==> src/rtl/usb_phy_pkg.sv <==
// Shared types and constants for the USB full-speed transmit path.
package usb_phy_pkg;

  typedef enum logic [2:0] {
    IDLE,
    SOP,
    DATA,
    EOP_SE0,
    EOP_J
  } tx_state_t;

  // Bus line state as {dp,dn}
  typedef logic [1:0] line_t;

  localparam line_t LINE_J   = 2'b10;
  localparam line_t LINE_K   = 2'b01;
  localparam line_t LINE_SE0 = 2'b00;

  localparam int unsigned STUFF_LEN_DEF = 6;

  // NRZI transition: J <-> K
  function automatic line_t nrzi_toggle(input line_t cur);
    return (cur == LINE_J) ? LINE_K : LINE_J;
  endfunction

endpackage

==> src/rtl/usb_tx_serializer_if.sv <==
// UTMI-style transmit handshake between the link-layer buffer and the serializer.
interface usb_tx_serializer_if #(
  parameter int unsigned DATA_W = 8
);

  logic [DATA_W-1:0] DataOut_i;
  logic              TxValid_i;
  logic              TxReady_o;

  modport master (
    output DataOut_i,
    output TxValid_i,
    input  TxReady_o
  );

  modport slave (
    input  DataOut_i,
    input  TxValid_i,
    output TxReady_o
  );

endinterface

==> src/rtl/usb_tx_serializer_nrzi_stuff.sv <==
// Bit-stuff counter and NRZI line register for the transmit serializer.
// When valid is set on a bit time, either the requested bit or a pending
// stuff 0 is put on the line; se0/force_j override the line during EOP.
module usb_tx_nrzi_stuff
  import usb_phy_pkg::*;
#(
  parameter int unsigned STUFF_LEN = STUFF_LEN_DEF
) (
  input  logic  clk,
  input  logic  rst,
  input  logic  fs_ce,
  input  logic  init,
  input  logic  valid,
  input  logic  bit_in,
  input  logic  se0,
  input  logic  force_j,
  output logic  stuff_req,
  output line_t line
);

  localparam int unsigned CW = (STUFF_LEN < 1) ? 1 : $clog2(STUFF_LEN + 1);

  logic [CW-1:0] ones_cnt;
  line_t         line_q;
  logic          emit_one;

  assign stuff_req = (ones_cnt == CW'(STUFF_LEN));
  assign emit_one  = bit_in & ~stuff_req;
  assign line      = line_q;

  // Track consecutive emitted ones and drive the NRZI-encoded line level
  always_ff @(posedge clk) begin
    if (!rst) begin
      ones_cnt <= '0;
      line_q   <= LINE_J;
    end else if (init) begin
      ones_cnt <= '0;
      line_q   <= LINE_J;
    end else if (fs_ce) begin
      if (valid) begin
        if (emit_one) begin
          ones_cnt <= ones_cnt + 1'b1;
        end else begin
          ones_cnt <= '0;
          line_q   <= nrzi_toggle(line_q);
        end
      end else if (se0) begin
        line_q <= LINE_SE0;
      end else if (force_j) begin
        line_q <= LINE_J;
      end
    end
  end

endmodule

==> src/rtl/usb_tx_serializer.sv <==
// USB full-speed transmit serializer: SYNC, LSB-first data with bit
// stuffing and NRZI, then EOP, paced by the fs_ce bit-time strobe.
module usb_tx_serializer
  import usb_phy_pkg::*;
#(
  parameter int unsigned       DATA_W       = 8,
  parameter logic [DATA_W-1:0] SYNC_PATTERN = {1'b1, {(DATA_W-1){1'b0}}},
  parameter int unsigned       STUFF_LEN    = STUFF_LEN_DEF,
  parameter int unsigned       EOP_SE0_BITS = 2
) (
  input  logic                 clk,
  input  logic                 rst,
  input  logic                 fs_ce,
  usb_tx_serializer_if.slave   utmi,
  output logic                 txdp,
  output logic                 txdn,
  output logic                 txoe
);

  localparam int unsigned BW = $clog2(DATA_W);
  localparam logic [BW-1:0] LAST_BIT = BW'(DATA_W - 1);
  localparam logic [2:0]    SE0_LAST = 3'(EOP_SE0_BITS);

  tx_state_t         state, state_n;
  logic [DATA_W-1:0] hold_reg, hold_n;
  logic [BW-1:0]     bit_cnt, bit_cnt_n;
  logic [2:0]        eop_cnt, eop_cnt_n;
  logic              txoe_q, txoe_n;
  logic              ready_q, ready_n;

  logic              ns_init;
  logic              ns_valid;
  logic              ns_se0;
  logic              ns_force_j;
  logic              stuff_req;
  line_t             line;

  usb_tx_nrzi_stuff #(
    .STUFF_LEN (STUFF_LEN)
  ) u_nrzi_stuff (
    .clk       (clk),
    .rst       (rst),
    .fs_ce     (fs_ce),
    .init      (ns_init),
    .valid     (ns_valid),
    .bit_in    (hold_reg[0]),
    .se0       (ns_se0),
    .force_j   (ns_force_j),
    .stuff_req (stuff_req),
    .line      (line)
  );

  assign txdp           = line[1];
  assign txdn           = line[0];
  assign txoe           = txoe_q;
  assign utmi.TxReady_o = ready_q;

  // State, shift register, counters and registered handshake/enable
  always_ff @(posedge clk) begin
    if (!rst) begin
      state    <= IDLE;
      hold_reg <= '0;
      bit_cnt  <= '0;
      eop_cnt  <= '0;
      txoe_q   <= 1'b0;
      ready_q  <= 1'b0;
    end else begin
      state    <= state_n;
      hold_reg <= hold_n;
      bit_cnt  <= bit_cnt_n;
      eop_cnt  <= eop_cnt_n;
      txoe_q   <= txoe_n;
      ready_q  <= ready_n;
    end
  end

  // Next-state logic and per-bit-time control of the stuff/NRZI stage.
  // A stuff bit still owed after the last data bit is sent from EOP_SE0
  // before the first SE0, so no extra state is needed for it.
  always_comb begin
    state_n    = state;
    hold_n     = hold_reg;
    bit_cnt_n  = bit_cnt;
    eop_cnt_n  = eop_cnt;
    txoe_n     = txoe_q;
    ready_n    = 1'b0;
    ns_init    = 1'b0;
    ns_valid   = 1'b0;
    ns_se0     = 1'b0;
    ns_force_j = 1'b0;

    unique case (state)
      IDLE: begin
        if (utmi.TxValid_i) begin
          hold_n    = SYNC_PATTERN;
          bit_cnt_n = '0;
          eop_cnt_n = '0;
          ns_init   = 1'b1;
          state_n   = SOP;
        end
      end

      SOP, DATA: begin
        if (fs_ce) begin
          txoe_n   = 1'b1;
          ns_valid = 1'b1;
          if (!stuff_req) begin
            hold_n = hold_reg >> 1;
            if (bit_cnt == LAST_BIT) begin
              bit_cnt_n = '0;
              if (utmi.TxValid_i) begin
                hold_n  = utmi.DataOut_i;
                ready_n = 1'b1;
                state_n = DATA;
              end else begin
                eop_cnt_n = '0;
                state_n   = EOP_SE0;
              end
            end else begin
              bit_cnt_n = bit_cnt + 1'b1;
            end
          end
        end
      end

      EOP_SE0: begin
        if (fs_ce) begin
          if (stuff_req) begin
            ns_valid = 1'b1;
          end else if (eop_cnt < SE0_LAST) begin
            ns_se0    = 1'b1;
            eop_cnt_n = eop_cnt + 1'b1;
          end else begin
            ns_force_j = 1'b1;
            state_n    = EOP_J;
          end
        end
      end

      EOP_J: begin
        if (fs_ce) begin
          txoe_n  = 1'b0;
          state_n = IDLE;
        end
      end

      default: begin
        state_n = IDLE;
      end
    endcase
  end

endmodule

==> src/flat_wrapper.sv <==
// flat-port wrapper written by rule: the top's interface ports become plain ports
module usb_tx_serializer_flat import usb_phy_pkg::*;
#(
  parameter int unsigned       DATA_W       = 8,
  parameter logic [DATA_W-1:0] SYNC_PATTERN = {1'b1, {(DATA_W-1){1'b0}}},
  parameter int unsigned       STUFF_LEN    = STUFF_LEN_DEF,
  parameter int unsigned       EOP_SE0_BITS = 2
)
  (clk, rst, fs_ce, txdp, txdn, txoe, utmi_DataOut_i, utmi_TxValid_i, utmi_TxReady_o);
  usb_tx_serializer_if #(.DATA_W(DATA_W)) utmi_i ();
  input  logic clk;
  input  logic rst;
  input  logic fs_ce;
  output logic txdp;
  output logic txdn;
  output logic txoe;
  input wire logic [$bits(utmi_i.DataOut_i)-1:0] utmi_DataOut_i;
  input wire logic [$bits(utmi_i.TxValid_i)-1:0] utmi_TxValid_i;
  output wire logic [$bits(utmi_i.TxReady_o)-1:0] utmi_TxReady_o;
  assign utmi_i.DataOut_i = utmi_DataOut_i;
  assign utmi_i.TxValid_i = utmi_TxValid_i;
  assign utmi_TxReady_o = utmi_i.TxReady_o;
  usb_tx_serializer #(.DATA_W(DATA_W), .SYNC_PATTERN(SYNC_PATTERN), .STUFF_LEN(STUFF_LEN), .EOP_SE0_BITS(EOP_SE0_BITS)) u_core (.clk(clk), .rst(rst), .fs_ce(fs_ce), .utmi(utmi_i), .txdp(txdp), .txdn(txdn), .txoe(txoe));
endmodule
==> config.mk <==
export PLATFORM = sky130hd
export DESIGN_NAME = usb_tx_serializer_flat
export DESIGN_NICKNAME = d
export VERILOG_FILES = /design/src/rtl/usb_phy_pkg.sv /design/src/rtl/usb_tx_serializer_if.sv /design/src/rtl/usb_tx_serializer_nrzi_stuff.sv /design/src/rtl/usb_tx_serializer.sv /design/src/flat_wrapper.sv
export SDC_FILE = /design/constraint.sdc
export NUM_CORES = 1
export LEC_CHECK = 0
export CORE_MARGIN = 3
export CORE_UTILIZATION = 30
export DETAILED_ROUTE_END_ITERATION = 10
export GPL_ROUTABILITY_DRIVEN = 1
export PLACE_DENSITY_LB_ADDON = 0.05
export RECOVER_POWER = 100
export SYNTH_ARGS = -nofsm -noshare
export SYNTH_HDL_FRONTEND = slang
export SYNTH_SLANG_ARGS = --single-unit
==> constraint.sdc <==
create_clock -name clk -period 2.13 [get_ports clk]
set_clock_uncertainty 0.15 [all_clocks]
set_input_delay 0.426 -clock clk [delete_from_list [all_inputs] [get_ports clk]]
set_output_delay 0.426 -clock clk [all_outputs]
set_load 0.02 [all_outputs]
Word level (Yosys, flattened, before mapping)
Index checks and enable logic that the tools add are counted.

storage, ports and cells
  flip-flop bits (word level) = 24
  output and inout bits = 4
  logic and storage cells = 102

cells by class
  add/subtract/negate cells = 3
  magnitude comparators = 1
  equal/unequal tests = 18
  mux-type cells = 52
  bitwise operators = 6
  reductions and logical operators = 14

operator list
  kind                                                                     number
  3-bit two-way mux                                                        20
  8-bit two-way mux                                                        5
  2-bit inequality test, second input constant                             9
  1-bit two-way mux                                                        16
  8-bit one-hot mux with 2 select lines                                    1
  3-bit one-hot mux with 4 select lines                                    1
  2-bit two-way mux                                                        5
  3-bit by 1-bit adder with 3-bit output, second input constant            3
  3-bit == test, second input constant                                     3
  3-bit one-hot mux with 3 select lines                                    1
  9-bit AND reduction                                                      1
  8-bit AND reduction                                                      1
  3-bit by 2-bit == test with 1-bit output, second input constant          2
  3-bit one-hot mux with 2 select lines                                    1
  3-bit AND reduction                                                      2
  3-bit nonzero test                                                       2
  1-bit NOT                                                                5
  5-bit OR reduction                                                       1
  2-bit by 1-bit inequality test with 1-bit output, second input constant  2
  1-bit one-hot mux with 2 select lines                                    2
  4-bit AND reduction                                                      1
  2-bit nonzero test                                                       2
  2-bit OR reduction                                                       2
  3-bit by 1-bit == test with 1-bit output, second input constant          1
  5 further kinds                                                          5

Logic depth before layout (Yosys ltp)
  depth after elaboration = 8
  gate-level depth with buffers = 8

Cells and area by module
From an unflattened synthesis, not the netlist that was laid out.

second synthesis, totals
  cells, all modules = 164
  area, all modules = 1417.6 um^2

by module, submodules not included
  module             instances  cells an instance  area each (um^2)  sequential area each (um^2)
  usb_tx_serializer  1          128                1127.3            380.4
  usb_tx_nrzi_stuff  1          36                 290.3             100.1

Worst setup path after synthesis
No wires, ideal clock.

  path type = register to register
  start = register u_core.u_nrzi_stuff.ones_cnt[0]
  end = register u_core.hold_reg[3]
  library setup time = 116 ps
  arrival time = 1564 ps
  slack = 300 ps
  stages on the path, launching flop included = 9
  buffers on the path = 1
  period minus slack after synthesis = 1830 ps
  cell sequence = dfxtp_1 inv_1 ha_1 a21boi_4 nand2_2 a21oi_4 buf_6 mux2i_1 nor2b_1

between the ends
  longest elaborated chain between the ends = 3

ends and longest elaborated chain
  item                             RTL line                            source
  from (decl)                      usb_tx_serializer_nrzi_stuff.sv:23  logic [CW-1:0] ones_cnt;
  from (signal assigned)           usb_tx_serializer_nrzi_stuff.sv:42  ones_cnt <= ones_cnt + 1'b1;
  3-bit == test                    usb_tx_serializer_nrzi_stuff.sv:27  assign stuff_req = (ones_cnt == CW'(STUFF_LEN));
  2-bit inequality test (no line)  -
  4-bit AND reduction (no line)    -
  to (signal assigned)             usb_tx_serializer.sv:69             hold_reg <= hold_n;
  to (decl)                        usb_tx_serializer.sv:25             logic [DATA_W-1:0] hold_reg, hold_n;

No other way between the ends.
A chain may end at the register's enable or synchronous reset.

Final worst setup path
  start = register u_core.bit_cnt[0]
  end = register u_core.eop_cnt[0]

between the ends
  longest elaborated chain between the ends = 3

ends and longest elaborated chain
  item                                                        RTL line                  source
  from (decl)                                                 usb_tx_serializer.sv:26   logic [BW-1:0] bit_cnt, bit_cnt_n;
  from (signal assigned)                                      usb_tx_serializer.sv:70   bit_cnt <= bit_cnt_n;
  3-bit == test                                               usb_tx_serializer.sv:109  if (bit_cnt == LAST_BIT) begin
  2-bit by 1-bit inequality test with 1-bit output (no line)  -
  9-bit AND reduction (no line)                               -
  to (signal assigned)                                        usb_tx_serializer.sv:71   eop_cnt <= eop_cnt_n;
  to (decl)                                                   usb_tx_serializer.sv:27   logic [2:0] eop_cnt, eop_cnt_n;

No other way between the ends.

==> run_results.csv <==
group,metric,value,unit
status,status,"finished clean",
layout,antenna_cells,0,
cts,cts_tree,"built",
synthesis,async_flop_share,0,%
hold_path,min_path_type,"reg -> reg",
grt,grt_max_degree,19,
synthesis,synth_cells,164,
synthesis,yosysSeqAreaShare,34.38,%
timing,hold_viol,0,
power_and_ir_drop,clkPwrFrac,32.0,%
grt,gr-total-overflow,0,
job,max_cap_viol_count,0,
timing,worstMarginPinSlew,0.5005,ns
drt,via_per_inst,5.232,
layout,largest_register_ffs,8,
power_and_ir_drop,swShare,26.76,%
grt,grt_pass1_wl,5.740,mm
layout,postLayoutCoreUtil,38.18,%
cts,clock-sinks,24,
synthesis,synth_area,1398,um^2
synthesis,synthDistinctLibCells,40,
cts,numCtsBuffers,3,
hold_path,hold_end,"u_core.eop_cnt[2]$_SDFFE_PN0P_",
timing,period_minus_slack,1.985,ns
cts,hold_buffers,0,
timing,slew_headroom,66.59,%
layout,drive_above_1_share,11.89,%
floorplanning,initial_core_util,31.66,%
power_and_ir_drop,finalPower,0.9805,mW
floorplanning,io-pin-count,16,
synthesis,synth-seq-cells,24,
synthesis,synth_edf_count,0,
cts,cts.clk_slew.worst_paths,0.09,ns
floorplanning,die_h,74.26,um
setup_path,crit_arrival,2.03,ns
drt,antenna_left,0,
hold_path,min_from,"u_core.eop_cnt[2]$_SDFFE_PN0P_",
setup_path,critical_path.startpoint_type,"flip-flop",
timing,fmax,503.8,MHz
grt,antenna_found_initial,0,
setup_path,r2r_start,"u_core.bit_cnt[0]$_SDFFE_PN0P_",
floorplanning,die_area,5514,um^2
power_and_ir_drop,p_comb_share,19.3,%
timing,finalCritPeriodShare,93.18,%
grt,grt_pass1_vias,1165,
power_and_ir_drop,ir_drop,0.0002106,V
timing,slew_violations,0,
drt,drt-initial-drc-count,65,
setup_path,r2r_setup_slack,0.15,ns
drt,num_vias,1240,
cts,clk-insertion-delay-late,0.27,ns
floorplanning,die_w,74.26,um
place,portBuffers,15,
cts,htreeDepth,1,
layout,syn_to_final_growth,20.59,%
layout,final_nets,203,
floorplanning,num_rows,24,
power_and_ir_drop,power_density,581.8,nW/um^2
layout,final_cell_mix,"nand2_1, dfxtp_1, a21oi_1",
setup_path,crit_required,2.17,ns
power_and_ir_drop,p_sw,0.2624,mW
drt,first_pass_iters,4,
cts,clockBufferDepth,2,
setup_path,worstRegToRegCells,7,
place,hpwl,2.599,mm
place,place_congestion,0.7591,
synthesis,ys.flop_type,"dfxtp_1",
cts,clock-root-buffer,"clkbuf_8",
synthesis,yosys_warnings,0,
setup_path,worstSetupEndpointType,"flip-flop",
synthesis,syn-num-nets,181,
setup_path,reg2reg_to,"u_core.eop_cnt[0]$_SDFFE_PN0P_",
setup_path,crit_start,"u_core.bit_cnt[0]$_SDFFE_PN0P_",
power_and_ir_drop,seqPwrFrac,48.7,%
synthesis,syn_avg_cell_area,8.522,um^2
setup_path,crit_type,"reg -> reg",
floorplanning,core_area,4414,um^2
timing,setup_viol_count_final,0,
drt,wire_per_inst,14.64,um
hold_path,min_path_cells,2,
layout,final_common_cell,"nand2_1",
grt,grt_use_total,13.65,%
drt,drt_wl_total,3.470,mm
cts,post_cts_buffers,0,
setup_path,crit_fanout,5,
power_and_ir_drop,leakage,0.6632,nW
power_and_ir_drop,p_int,0.7182,mW
drt,drc,0,
timing,rsz0062_at_grt,"false",
## cell usage after synthesis, types with 3 or more instances
| cell type | n | area, um^2 |
|---|---|---|
| a21oi_1 | 16 | 80.08 |
| dfxtp_1 | 24 | 480.5 |
| inv_1 | 3 | 11.26 |
| nor2b_1 | 11 | 68.82 |
| o21ai_0 | 6 | 30.03 |
| nand3_1 | 4 | 20.02 |
| nand2b_1 | 4 | 25.02 |
| clkbuf_1 | 5 | 18.77 |
| buf_6 | 3 | 33.78 |
| nor2_1 | 10 | 37.54 |
| mux2i_1 | 10 | 100.1 |
| ha_1 | 5 | 62.56 |
| nor3_1 | 5 | 25.02 |
| a21boi_1 | 3 | 22.52 |
| nand2_1 | 24 | 90.09 |
## power groups by stage
stage	clock network [mW]	registers [mW]	logic, mW
2_1_floorplan	0	0.481	0.132
3_3_place_gp	0	0.488	0.194
3_5_place_dp	0	0.489	0.195
4_1_cts	0.327	0.478	0.197
5_1_grt	0.356	0.480	0.208
6_report	0.313	0.478	0.189
## cell families (layout without fill, tap and decap cells)
kind of cell / count (synthesis) / count (layout) / share of synthesized area, %
AO/OA/AOI/OAI: 44 / 44 / 23.19
XOR/XNOR: 1 / 1 / 1.970
AND/OR/NAND/NOR: 69 / 69 / 24.26
multiplexers: 10 / 10 / 7.162
flip-flops: 24 / 24 / 34.38
buffers and inverters: 11 / 32 / 4.566
adder cells (fa/ha/maj): 5 / 5 / 4.476
## what timing repair did
action | CTS | global route
endpoints found under the hold margin | 0 | 0
gates resized for setup | 0 | 1
setup endpoints to repair | 0 | 1
## worst max-delay path by stage
stage | endpoint | slack (ns) | depth (start not counted)
after floorplan | u_core.hold_reg[3]$_SDFFE_PN0P_ | 0.30 | 8
after global placement | u_core.u_nrzi_stuff.line[1]$_SDFFE_PP1P_ | -0.03 | 6
after detailed placement | u_core.eop_cnt[1]$_SDFFE_PN0P_ | -0.09 | 6
after CTS | u_core.eop_cnt[0]$_SDFFE_PN0P_ | 0.14 | 7
after global routing | u_core.eop_cnt[0]$_SDFFE_PN0P_ | 0.03 | 7
final | u_core.eop_cnt[0]$_SDFFE_PN0P_ | 0.15 | 7
## critical path, cell delays in order, from the launching register on
cell	delay [ns]
dfxtp_1	0.34
ha_1	0.21
ha_1	0.25
a21bo_2	0.25
o21ai_0	0.07
o22a_1	0.26
and3_1	0.20
nor3_1	0.18
## routing by layer
layer / vias to the layer above / global-route usage (%) / part of all wire, %
li1: 618 / - / -
met1: 604 / 19.18 / 51
met2: 14 / 21.46 / 45
met3: 4 / 2.027 / 2.2
met4: 0 / 4.545 / 0.92
met5: - / 0 / 0
## metrics by stage
| step | instances | area [um^2] | hold slack [ns] | TNS [ns] | setup slack, ns |
|---|---|---|---|---|---|
| floorplan | 164 | 1398 | 0.2878 | 0 | 0.3000 |
| global placement | 233 | 1648 | 0.3094 | -0.08158 | -0.03303 |
| detailed placement | 233 | 1648 | 0.3093 | -0.5293 | -0.08687 |
| CTS | 237 | 1703 | 0.3273 | 0 | 0.1395 |
| global route | 237 | 1685 | 0.3513 | 0 | 0.02568 |
| finish | 237 | 1685 | 0.3252 | 0 | 0.1452 |
## area by class of cell
cell class	count	area, um^2
Clock buffer	4	55.05
Fill cell	457	2729
Inverter	3	11.26
Multi-Input combinational cell	129	842.1
Sequential cell	24	481.7
Tap cell	52	65.06
Timing Repair Buffer	25	230.2
No activity file was read; power rests on OpenSTA's default activity.
